===== config.mk =====
export PLATFORM = sky130hd
export DESIGN_NAME = countdown_timer_7seg
export DESIGN_NICKNAME = d
export VERILOG_FILES = /design/src/rtl/countdown_timer_7seg.sv
export SDC_FILE = /design/constraint.sdc
export NUM_CORES = 1
export LEC_CHECK = 0
export CORE_ASPECT_RATIO = 1.2
export CORE_MARGIN = 2
export CORE_UTILIZATION = 45
export DETAILED_ROUTE_END_ITERATION = 10
export DONT_BUFFER_PORTS = 1
export PLACE_DENSITY = 0.59
export SLEW_MARGIN = 10
export SYNTH_ARGS = -nofsm -noshare
export SYNTH_HDL_FRONTEND = slang
export SYNTH_SLANG_ARGS = --single-unit

===== constraint.sdc =====
create_clock -name CLOCK_50 -period 5.3 [get_ports CLOCK_50]
set_input_delay 1.06 -clock CLOCK_50 [delete_from_list [all_inputs] [get_ports CLOCK_50]]
set_output_delay 1.06 -clock CLOCK_50 [all_outputs]
set_load 0.005 [all_outputs]

===== src/rtl/countdown_timer_7seg.sv =====
// mm:ss count-down timer with key conditioning and active-low 7-segment outputs.
// Optional feature: define BLINK_EN to blink the display ("0000"/blank) while in DONE.
module countdown_timer_7seg #(
    parameter int unsigned TICK_DIV        = 50_000_000,
    parameter int unsigned DEBOUNCE_CYCLES = 1_000_000
) (
    input  logic       CLOCK_50,
    input  logic       RESET_N,
    input  logic [1:0] KEY,
    input  logic [5:0] SW,
    output logic [0:6] HEX0,
    output logic [0:6] HEX1,
    output logic [0:6] HEX2,
    output logic [0:6] HEX3,
    output logic [1:0] LEDR
);

    localparam int unsigned PW = $clog2(TICK_DIV);
    localparam int unsigned DW = $clog2(DEBOUNCE_CYCLES);

    typedef enum logic [1:0] {S_IDLE, S_RUN, S_PAUSE, S_DONE} state_t;

    function automatic logic [0:6] seg7(input logic [3:0] d);
        case (d)
            4'd0:    seg7 = 7'b0000001;
            4'd1:    seg7 = 7'b1001111;
            4'd2:    seg7 = 7'b0010010;
            4'd3:    seg7 = 7'b0000110;
            4'd4:    seg7 = 7'b1001100;
            4'd5:    seg7 = 7'b0100100;
            4'd6:    seg7 = 7'b0100000;
            4'd7:    seg7 = 7'b0001111;
            4'd8:    seg7 = 7'b0000000;
            4'd9:    seg7 = 7'b0000100;
            default: seg7 = 7'b1111111;
        endcase
    endfunction

    logic [1:0]         sync1_q, sync1_d, sync2_q, sync2_d;
    logic [1:0]         deb_q, deb_d, press_q, press_d;
    logic [1:0][DW-1:0] dcnt_q, dcnt_d;
    state_t             state_q, state_d;
    logic [PW-1:0]      presc_q, presc_d;
    logic [3:0]         m10_q, m10_d, m1_q, m1_d, s10_q, s10_d, s1_q, s1_d;
    logic [0:6]         hex0_q, hex0_d, hex1_q, hex1_d, hex2_q, hex2_d, hex3_q, hex3_d;
    logic [5:0]         sw_clamp;
    logic [3:0]         pre_m10, pre_m1;
    logic               load, start;

    // Key conditioning: two-stage sync, stability counter, 1->0 edge pulse
    always_comb begin
        sync1_d = KEY;
        sync2_d = sync1_q;
        for (int unsigned i = 0; i < 2; i++) begin
            deb_d[i]  = deb_q[i];
            dcnt_d[i] = '0;
            if (sync2_q[i] != deb_q[i]) begin
                if (dcnt_q[i] == DW'(DEBOUNCE_CYCLES - 1))
                    deb_d[i] = sync2_q[i];
                else
                    dcnt_d[i] = dcnt_q[i] + DW'(1);
            end
            press_d[i] = deb_q[i] & ~deb_d[i];
        end
    end

    assign load  = press_q[0];
    assign start = press_q[1];

    // Preset: clamp minutes to 59 and split into BCD by comparison against tens
    always_comb begin
        sw_clamp = (SW > 6'd59) ? 6'd59 : SW;
        pre_m10  = '0;
        pre_m1   = sw_clamp[3:0];
        for (int unsigned k = 1; k < 6; k++) begin
            if (sw_clamp >= 6'(10 * k)) begin
                pre_m10 = 4'(k);
                pre_m1  = 4'(sw_clamp - 6'(10 * k));
            end
        end
    end

    // Timer FSM: load has priority, RUN advances prescaler and borrows through BCD digits
    always_comb begin
        state_d = state_q;
        presc_d = presc_q;
        m10_d   = m10_q;
        m1_d    = m1_q;
        s10_d   = s10_q;
        s1_d    = s1_q;
        if (load) begin
            m10_d   = pre_m10;
            m1_d    = pre_m1;
            s10_d   = '0;
            s1_d    = '0;
            state_d = S_IDLE;
            presc_d = '0;
        end else begin
            case (state_q)
                S_IDLE: begin
                    if (start && ({m10_q, m1_q, s10_q, s1_q} != '0)) begin
                        state_d = S_RUN;
                        presc_d = '0;
                    end
                end
                S_RUN: begin
                    if (start) begin
                        state_d = S_PAUSE;
                    end else if (presc_q == PW'(TICK_DIV - 1)) begin
                        presc_d = '0;
                        if (s1_q != 4'd0) begin
                            s1_d = s1_q - 4'd1;
                        end else begin
                            s1_d = 4'd9;
                            if (s10_q != 4'd0) begin
                                s10_d = s10_q - 4'd1;
                            end else begin
                                s10_d = 4'd5;
                                if (m1_q != 4'd0) begin
                                    m1_d = m1_q - 4'd1;
                                end else begin
                                    m1_d  = 4'd9;
                                    m10_d = m10_q - 4'd1;
                                end
                            end
                        end
                        if ({m10_d, m1_d, s10_d, s1_d} == '0)
                            state_d = S_DONE;
                    end else begin
                        presc_d = presc_q + PW'(1);
                    end
                end
                S_PAUSE: begin
                    if (start)
                        state_d = S_RUN;
                end
                default: ;
            endcase
        end
    end

`ifdef BLINK_EN
    localparam int unsigned HALF = TICK_DIV / 2;
    localparam int unsigned BW   = (HALF > 1) ? $clog2(HALF) : 1;

    logic [BW-1:0] blink_cnt_q, blink_cnt_d;
    logic          blank_q, blank_d;

    // Blink phase: blank first after DONE entry, toggle every HALF cycles, cleared outside DONE
    always_comb begin
        blink_cnt_d = '0;
        blank_d     = 1'b0;
        if (state_d == S_DONE) begin
            if (state_q != S_DONE) begin
                blank_d = 1'b1;
            end else if (blink_cnt_q == BW'(HALF - 1)) begin
                blank_d = ~blank_q;
            end else begin
                blink_cnt_d = blink_cnt_q + BW'(1);
                blank_d     = blank_q;
            end
        end
    end

    // Blink state registers
    always_ff @(posedge CLOCK_50 or negedge RESET_N) begin
        if (!RESET_N) begin
            blink_cnt_q <= '0;
            blank_q     <= 1'b0;
        end else begin
            blink_cnt_q <= blink_cnt_d;
            blank_q     <= blank_d;
        end
    end
`endif

    // Segment encoding of the current digits, registered one cycle later
    always_comb begin
        hex0_d = seg7(s1_q);
        hex1_d = seg7(s10_q);
        hex2_d = seg7(m1_q);
        hex3_d = seg7(m10_q);
`ifdef BLINK_EN
        if (blank_q) begin
            hex0_d = '1;
            hex1_d = '1;
            hex2_d = '1;
            hex3_d = '1;
        end
`endif
    end

    // All core state: key pipeline, FSM, time digits and display registers
    always_ff @(posedge CLOCK_50 or negedge RESET_N) begin
        if (!RESET_N) begin
            sync1_q <= '1;
            sync2_q <= '1;
            deb_q   <= '1;
            dcnt_q  <= '0;
            press_q <= '0;
            state_q <= S_IDLE;
            presc_q <= '0;
            m10_q   <= '0;
            m1_q    <= '0;
            s10_q   <= '0;
            s1_q    <= '0;
            hex0_q  <= 7'b0000001;
            hex1_q  <= 7'b0000001;
            hex2_q  <= 7'b0000001;
            hex3_q  <= 7'b0000001;
        end else begin
            sync1_q <= sync1_d;
            sync2_q <= sync2_d;
            deb_q   <= deb_d;
            dcnt_q  <= dcnt_d;
            press_q <= press_d;
            state_q <= state_d;
            presc_q <= presc_d;
            m10_q   <= m10_d;
            m1_q    <= m1_d;
            s10_q   <= s10_d;
            s1_q    <= s1_d;
            hex0_q  <= hex0_d;
            hex1_q  <= hex1_d;
            hex2_q  <= hex2_d;
            hex3_q  <= hex3_d;
        end
    end

    assign HEX0 = hex0_q;
    assign HEX1 = hex1_q;
    assign HEX2 = hex2_q;
    assign HEX3 = hex3_q;
    assign LEDR = {state_q == S_RUN, state_q == S_DONE};

endmodule


# Yosys cells after proc, flatten, opt, wreduce, memory -nomap -nowiden
# Memories as Yosys holds them, arrays and structs flattened. A register that Yosys moved wholly into a read port is not among the register bits.
# Index checks and enable logic that the tools add are counted.
# W data, S select, Z words.
# classes
bitwise	4
mux	72
n_reduce_logical	18
order_cmp	6
addsub	12
n_eq_ne	14
# ops
operator	count
$mux W4	50
$mux W26	4
$mux W20	4
$pmux W26 S2	1
$add A20 B1 Y20 const B	2
$eq A20 B20 Y1 const B	2
$add A26 B1 Y26 const B	1
$eq A26 B26 Y1 const B	1
$logic_not A16 Y1	1
$reduce_bool A16 Y1	1
$reduce_bool A4 Y1	4
$sub A4 B1 Y4 const B	4
$ge A6 B5 Y1 const B	2
$ge A6 B6 Y1 const B	2
$mux W2	6
$sub A4 B4 Y4 const B	3
$ne A3 B3 Y1 const B	3
$ne A4 B1 Y1 const B	2
$ge A6 B4 Y1 const B	1
$gt A6 B6 Y1 const B	1
$mux W6	1
$pmux W2 S3	1
$reduce_and A3 Y1	2
$mux W1	5
other kinds (14)	22
# totals
n_memories	4
reg_bits	92
elab_cells	142
romBits	448
# mem_list
name	words	width	rd	rd_ports_with_merged_regs	write_ports	line	rtl
(no name shown)	16	7	1	1	0	24	case (d)
(no name shown)	16	7	1	1	0	24	
(no name shown)	16	7	1	1	0	24	
(no name shown)	16	7	1	1	0	24	

# Longest topological paths before layout
# Gate-level depths: netlist of the first run.
# logic_depth
word_depth	14
ltp_mapped	11
ltp_nobuf	10

# Least setup slack after synthesis of the first run
# No wires, ideal clock.
# synth_path
path_kind	input port to flip-flop
start	in SW[2]
end	reg m1_q[1]
setup_slack_ns	2.180
t_arrival_ns	2.994
t_required_ns	5.174
cell_stages	11
cell_sequence	clkbuf_1 > inv_1 > nor4_1 > nor2_1 > inv_1 > ha_1 > nand2b_1 > a311oi_1 > o32a_1 > xnor2_1 > a221o_1
# synth_between
elab_chain_len	9
word_cells_on_any_way	18
classes_between	5 x add/sub; 6 x order compare; 7 x mux
# synth_lines
element	line	rtl
start: declaration	10	input logic [5:0] SW,
$gt A6 B6 Y1	72	sw_clamp = (SW > 6'd59) ? 6'd59 : SW;
$mux W6 (*)	72	
$ge A6 B4 Y1 or $sub A4 B4 Y4 (tied branches)	76, 78	
$mux W4 (4 in a row)	76	if (sw_clamp >= 6'(10 * k)) begin
$mux W4 (*)	76	
$mux W4 (*)	91	if (load) begin
end signal: assignment	220	m1_q <= m1_d;
end: declaration	44	logic [3:0] m10_q, m10_d, m1_q, m1_d, s10_q, s10_d, s1_q, s1_d;
# Every way passes the cells marked *; elsewhere a longest branch is shown, timed or not.
# A chain may end at the register's enable or synchronous reset.

# Final worst setup path of the first run
# layout_path
start	reg m1_q[1]
end	reg presc_q[5]
# layout_between
elab_chain_len	4
# layout_lines
element	line	rtl
$reduce_bool A16 Y1	101	if (start && ({m10_q, m1_q, s10_q, s1_q} != '0)) begin
$logic_and A1 B1 Y1	101	
$ne A3 B3 Y1 (no source line)	--	
$reduce_and A3 Y1 (no source line)	--	
end signal: assignment	218	presc_q <= presc_d;
end: declaration	43	logic [PW-1:0] presc_q, presc_d;
# No other way between the ends.

==> impl_results.md, run 1 <==
* Synthesized area per cell at just over 9 um^2
* CP startpoint kind: register
* Dominant cells by area after synthesis: dfrtp_1, nor2_1, ha_1
* Worst relative slew slack at 39.3%
* Die W at 115 um
* Post-CTS Setup Repair Bufs at 0
* Worst skew pair latency at 420 ps
* MaxCap Viol Count at 0
* CP endpoint kind: register
* Sw power at 0.425 mW
* Placed cells at 860
* # IOs at 40
* R2R setup slack at 2340 ps
* Setup TNS at 0 ps
* Sequential area share after synthesis at 45.5%
* Core Rows at between 40 and 50
* Kind of critical path: register to register
* Pre-antenna DRT Iters at 4
* Fin util at 50.6%
* Sequential share of power at 43.8%
* Slew @ Worst Pin at roughly 900 ps
* Worst Setup SP: m1_q[1]
* Ant. Diodes at 0
* PwrDens at 291 mW/mm^2
* Number of synthesized flops with an enable pin at 0
* Internal power at 1.70 mW
* Arrival time at the worst endpoint at 3300 ps
* Cell accounting for the most synthesized area: dfrtp_1
* Worst vdd ir at just under 0.0002 V
* Min Tclk post-route at 2960 ps
* Synth Cell Area at between 0.006 and 0.007 mm^2
* Vias per cell at 5.77
* GR Util met1 at 23.7%
* RSZ-0062 raised after global routing: no
* Ys flop type: dfrtp_1
* # H-tree levels at 4
* Layout cells sized above 1 at about 8.6%
* Largest net degree at the start of global routing at about 120
* Crit Path Max Fanout at 23
* Setup Viol. Count Final at 0
* Status: completed
* Hold crit path type: input port to asynchronous set/reset pin
* Core Region at between 0.01 and 0.015 mm^2
* Drt total wl at 13.7 mm
* DRC Markers at 0
* Worst r2r src: m1_q[1]
* Register clock-pin slew on the reported worst setup and hold paths at approximately 50 ps
* CTS resizes at 0
* Synth async-reset ratio at between 90% and 100%
* Non-Filler Instances at 892
* Clock network power share at 54.5%
* Combinational Power Share at 1.8%
* Commonest cells in the netlist: dfrtp_1, nor2_1, nand2_1
* Global route overflow at 0
* Global placer's final weighted congestion at around 0.88
* Post-synthesis net count at 751
* Yosys cell types at 64
* Via Count at between 5,000 and 6,000
* HPWL after detailed placement at 9.53 mm
* FF+latch count, synth at 120
* Final slew viol count at 0
* Final Instance Area at 0.00730 mm^2
* Overall power at between 2 and 2.5 mW
* Port Buffers at 0
* Routed Antenna Nets at 0
* Met3 GRT Util at 5.00%
* Reg2reg path depth at 7
* First-pass GRT wire length at 23.5 mm
* CTS sink count at 120
* First DRT Iteration DRCs at 295
* Area growth syn-to-layout at 10.1%
* Leak pwr at approximately 3.1 nW
* Pre-CTS WS at between 2000 and 2500 ps
* Met2 GRT Util at between 30% and 40%
* CTS max path bufs at 2
* Gr usage total at 18.7%
* CTS tree: done
* # nets final at about 740
* Die Ht at 137 um
* Antenna violations before repair at 0
* Worst Path Required at about 5600 ps
* Final worst slack at 2340 ps
* Synth warnings at 0
* Final Hold Viols at 0
* Die area at 0.0157 mm^2
* Synth Instances at between 700 and 800
* Starting Density at 46.0%
* Fin Clk Skew at slightly above 8 ps
* TritonCTS Buffers at 17
* Hold_buf cts at 0
* Clock Root Buffer: clkbuf_16
* Reg2reg end: presc_q[5]
* Yosys top cell area share at 41.5%
* Sw Ratio at 20.0%
* F_max at 0.337 GHz
* Final period util at approximately 56%
* Average routed wire per standard cell at 15.4 um
* Placed inst area at about 0.0067 mm^2
* Most common cell in the netlist: dfrtp_1
* Grt peak-use layer: met2
* Worst Hold Slack at 336 ps
* Vias in the first global route at 5,014
[power by group through the flow]
stage / registers [mW] / logic [mW] / clock network [mW]
after detailed placement: 0.945 / 0.0371 / 0
final: 0.929 / 0.0377 / 1.16
after global placement: 0.945 / 0.0364 / 0
after floorplan: 0.944 / 0.0330 / 0
after global routing: 0.929 / 0.0418 / 1.22
after CTS: 0.929 / 0.0375 / 1.18
[critical path, stage by stage, from the launching register on]
cell and delay, ps:
dfrtp_1 460, inv_1 160, ha_1 280, or3b_2 540, nor4_4 340, o31a_1 700
o21ai_0 240, a21oi_2 150
[how the worst max path moves through the flow]
stage / depth (start not counted) / slack, ps / endpoint
after floorplan: 11 / 2180 / m1_q[1]
after global placement: 10 / 2310 / m1_q[1]
after detailed placement: 10 / 2180 / m1_q[1]
after CTS: 7 / 2330 / presc_q[5]
after global routing: 7 / 2100 / presc_q[12]
final: 7 / 2340 / presc_q[5]
[cell type report]
type                       instances  area [um^2]
timing repair buffer               1         7.51
multi-input combinational        536         3360
clock inverter                     9          125
tap                              175          219
sequential                       120         3020
inverter                          28          105
fill                            1340         7120
clock buffer                      23          468
[metal layers]
layer	vias up	wire length (um)
met1	2515	6390
met4	0	325
li1	2519	-
met5	-	0
met3	28	551
met2	89	6480
[cells in the final DEF (no fill, tap or decap), types with 3 or more instances in the layout]
master,count
o31ai_1,11
o21ai_0,35
dfrtp_1,110
nand2b_1,10
bufinv_16,3
clkinv_2,4
a211oi_1,4
or3b_2,3
clkbuf_1,4
nor4b_1,4
a22o_1,4
and3_1,11
nor3b_1,6
clkbuf_16,17
xor2_1,23
and4_1,6
nor4_1,13
or3_1,11
a31oi_1,4
nand2_1,60
nand4_1,15
or2_2,7
ha_1,27
a21oi_2,4
nor3_1,20
or4_1,12
and2_1,5
a21oi_1,49
nand3_1,23
inv_1,27
xnor2_1,22
dfstp_2,10
nor2_1,93
mux2i_1,11
o22ai_1,4
[kinds of logic (layout without fill, tap and decap cells)]
logic type	after synthesis	after routing	share of synthesized area, %
DFF	120	120	45.5
xor gates and xnor gates	45	45	5.95
buffers and inverters	58	61	3.83
muxes	13	13	2.00
and+or+nand+nor	314	314	24.8
adders and majority gates	27	27	5.10
AOI/OAI and AO/OA	137	137	12.8
[state kept, by name, summed over array words and instances (netlist names)]
| signal | count |
|---|---|
| dcnt_q | 40 |
| presc_q | 26 |
| HEX0 | 7 |
| HEX1 | 7 |
| HEX2 | 7 |
| HEX3 | 7 |
| m10_q | 4 |
| m1_q | 4 |
| s10_q | 4 |
| s1_q | 4 |
| deb_q | 2 |
| press_q | 2 |
| state_q | 2 |
| sync1_q | 2 |
| sync2_q | 2 |
No activity file was read; power rests on OpenSTA's default activity.
==> run 2, diff against run 1 <==
- clock period: 5.3 -> 3.1 ns (I/O delays scaled with it)
==> impl_results.md, run 2 (synthesis results as in run 1) <==
* CP endpoint kind: register
* Starting Density at 46.0%
* Placed inst area at 0.00676 mm^2
* Buf/Inv on CP at 1
* Core Region at 0.0144 mm^2
* F_max at ~0.35 GHz
* # IOs at 40
* MaxCap Viol Count at 0
* Die area at 0.0157 mm^2
* Final Hold Viols at 110
* Final Instance Area at 0.00732 mm^2
* Drt total wl at 13.9 mm
* Register clock-pin slew on the reported worst setup and hold paths at 50 ps
* Met3 routed WL at 555 um
* HPWL after detailed placement at 9.46 mm
* Post-Route M1 WL at 6.42 mm
* CTS resizes at 0
* Fin Clk Skew at 7.75 ps
* FILL cells at 1,346
* TritonCTS Buffers at 17
* Vias per cell at 5.74
* Worst Path Required at 3420 ps
* Delay-heaviest family, CP: simple AND/OR/NAND/NOR gates
* PwrDens at 483 mW/mm^2
* # nets final at 748
* Highest Signal Layer: met4
* First-pass GRT wire length at 24.0 mm
* Min Tclk post-route at 2840 ps
* Biggest regs: dcnt_q (40), presc_q (26)
* Worst relative slew slack at 38.5%
* Leak pwr at 3.12 nW
* Final slew viol count at 0
* Kind of critical path: register to register
* Global route overflow at 0
* Max reg flops at 40
* CP startpoint kind: register
* Ant. Diodes at 0
* Die W at 115 um
* Arrival time at the worst endpoint at 3160 ps
* Antenna violations before repair at 0
* Fin util at 50.8%
* Final period util at 91.5%
* Die Ht at 137 um
* First DRT Iteration DRCs at 305
* Vias in the first global route at just under 5,000
* Worst Hold Slack at -102 ps
* Core Rows at 48
* Clock Root Buffer: clkbuf_16
* Global placer's final weighted congestion at 0.857
* Area growth syn-to-layout at 10.5%
* Status: complete, but fails checks
* Failing checks: hold timing
* CTS tree: done
* Most frequent cells in the layout: dfrtp_1, nor2_1, nand2_1
* CTS max path bufs at 2
* Final worst slack at 262 ps
* Layout cells sized above 1 at 9.53%
* Via Count at 5,163
* Worst r2r src: s10_q[0]
* Crit Path Max Fanout at 19
* Max incr delay on CP at 630 ps
* Port Buffers at 0
* Post-CTS Setup Repair Bufs at 0
* RSZ-0062 raised after global routing: no
* Met2 routed WL at 6.76 mm
* Most flops, register: dcnt_q
* Setup TNS at 0 ps
* # H-tree levels at 4
* Slowest library cell on the worst path: a311o_1
* Worst Setup SP: s10_q[0]
* Gr usage total at between 10% and 20%
* Pre-antenna DRT Iters at 5
* Routed Antenna Nets at 0
* Commonest non-fill, non-tap cell in the layout: dfrtp_1
* Pre-CTS WS at 257 ps
* CP cell instances: inv_1, ha_1, or3b_2, nor4_4, nor3_1, a311o_1, a21oi_1
* Worst skew pair latency at 420 ps
* Setup Viol. Count Final at 0
* Worst vdd ir at 0.000349 V
* CTS sink count at 120
* Slew @ Worst Pin at 914 ps
* DRC Markers at 0
* Average routed wire per standard cell at 15.5 um
* Hold crit path type: input port to asynchronous set/reset pin
* Largest net degree at the start of global routing at 121
## run 2: changes by cell type in the layout (fill, tap and decap cells not counted), sizes merged
cell      delta
clkinv       +3
bufinv       -1
buf          +7
clkinvlp     -2
## run 2: cell type report
class / instances / area (um^2) / share of cell area (%)
Inverter: 28 / 105 / 1.44
Sequential cell: 120 / 3020 / 41.2
Clock inverter: 9 / 98.8 / 1.35
Clock buffer: 23 / 468 / 6.39
Tap cell: 175 / 219 / 2.99
Multi-Input combinational cell: 536 / 3360 / 45.8
Timing Repair Buffer: 8 / 60.1 / 0.820
## run 2: worst paths after layout
| check | to | slack [ps] | depth (start not counted) |
|---|---|---|---|
| hold reg to reg | sync2_q[0] | 360 | 0 |
| min in group CLOCK_50 | sync1_q[0] | 200 | 0 |
| setup reg to reg | presc_q[9] | 260 | 7 |
| hold / removal | dcnt_q[38] | -100 | 0 |
| setup / recovery | presc_q[9] | 260 | 7 |
| max in group asynchronous | HEX3[6] | 2940 | 0 |
## run 2: metal layers
metal,vias up,track usage (%)
met5,-,0
met3,15,4.92
met1,2513,25.2
met2,98,30.4
met4,0,7.43
li1,2537,-
## run 2: per-stage QoR
step           instances  power, mW
2_1_floorplan        714       1.67
3_3_place_gp         867       1.68
3_5_place_dp         867       1.68
4_1_cts              899       3.58
5_1_grt              899       3.67
6_report             899       3.54
## run 2: power breakdown
part | internal [mW] | switching, mW
sequential | 1.58 | 0.00892
clock | 1.22 | 0.668
combinational | 0.0261 | 0.0380
total | 2.82 | 0.715
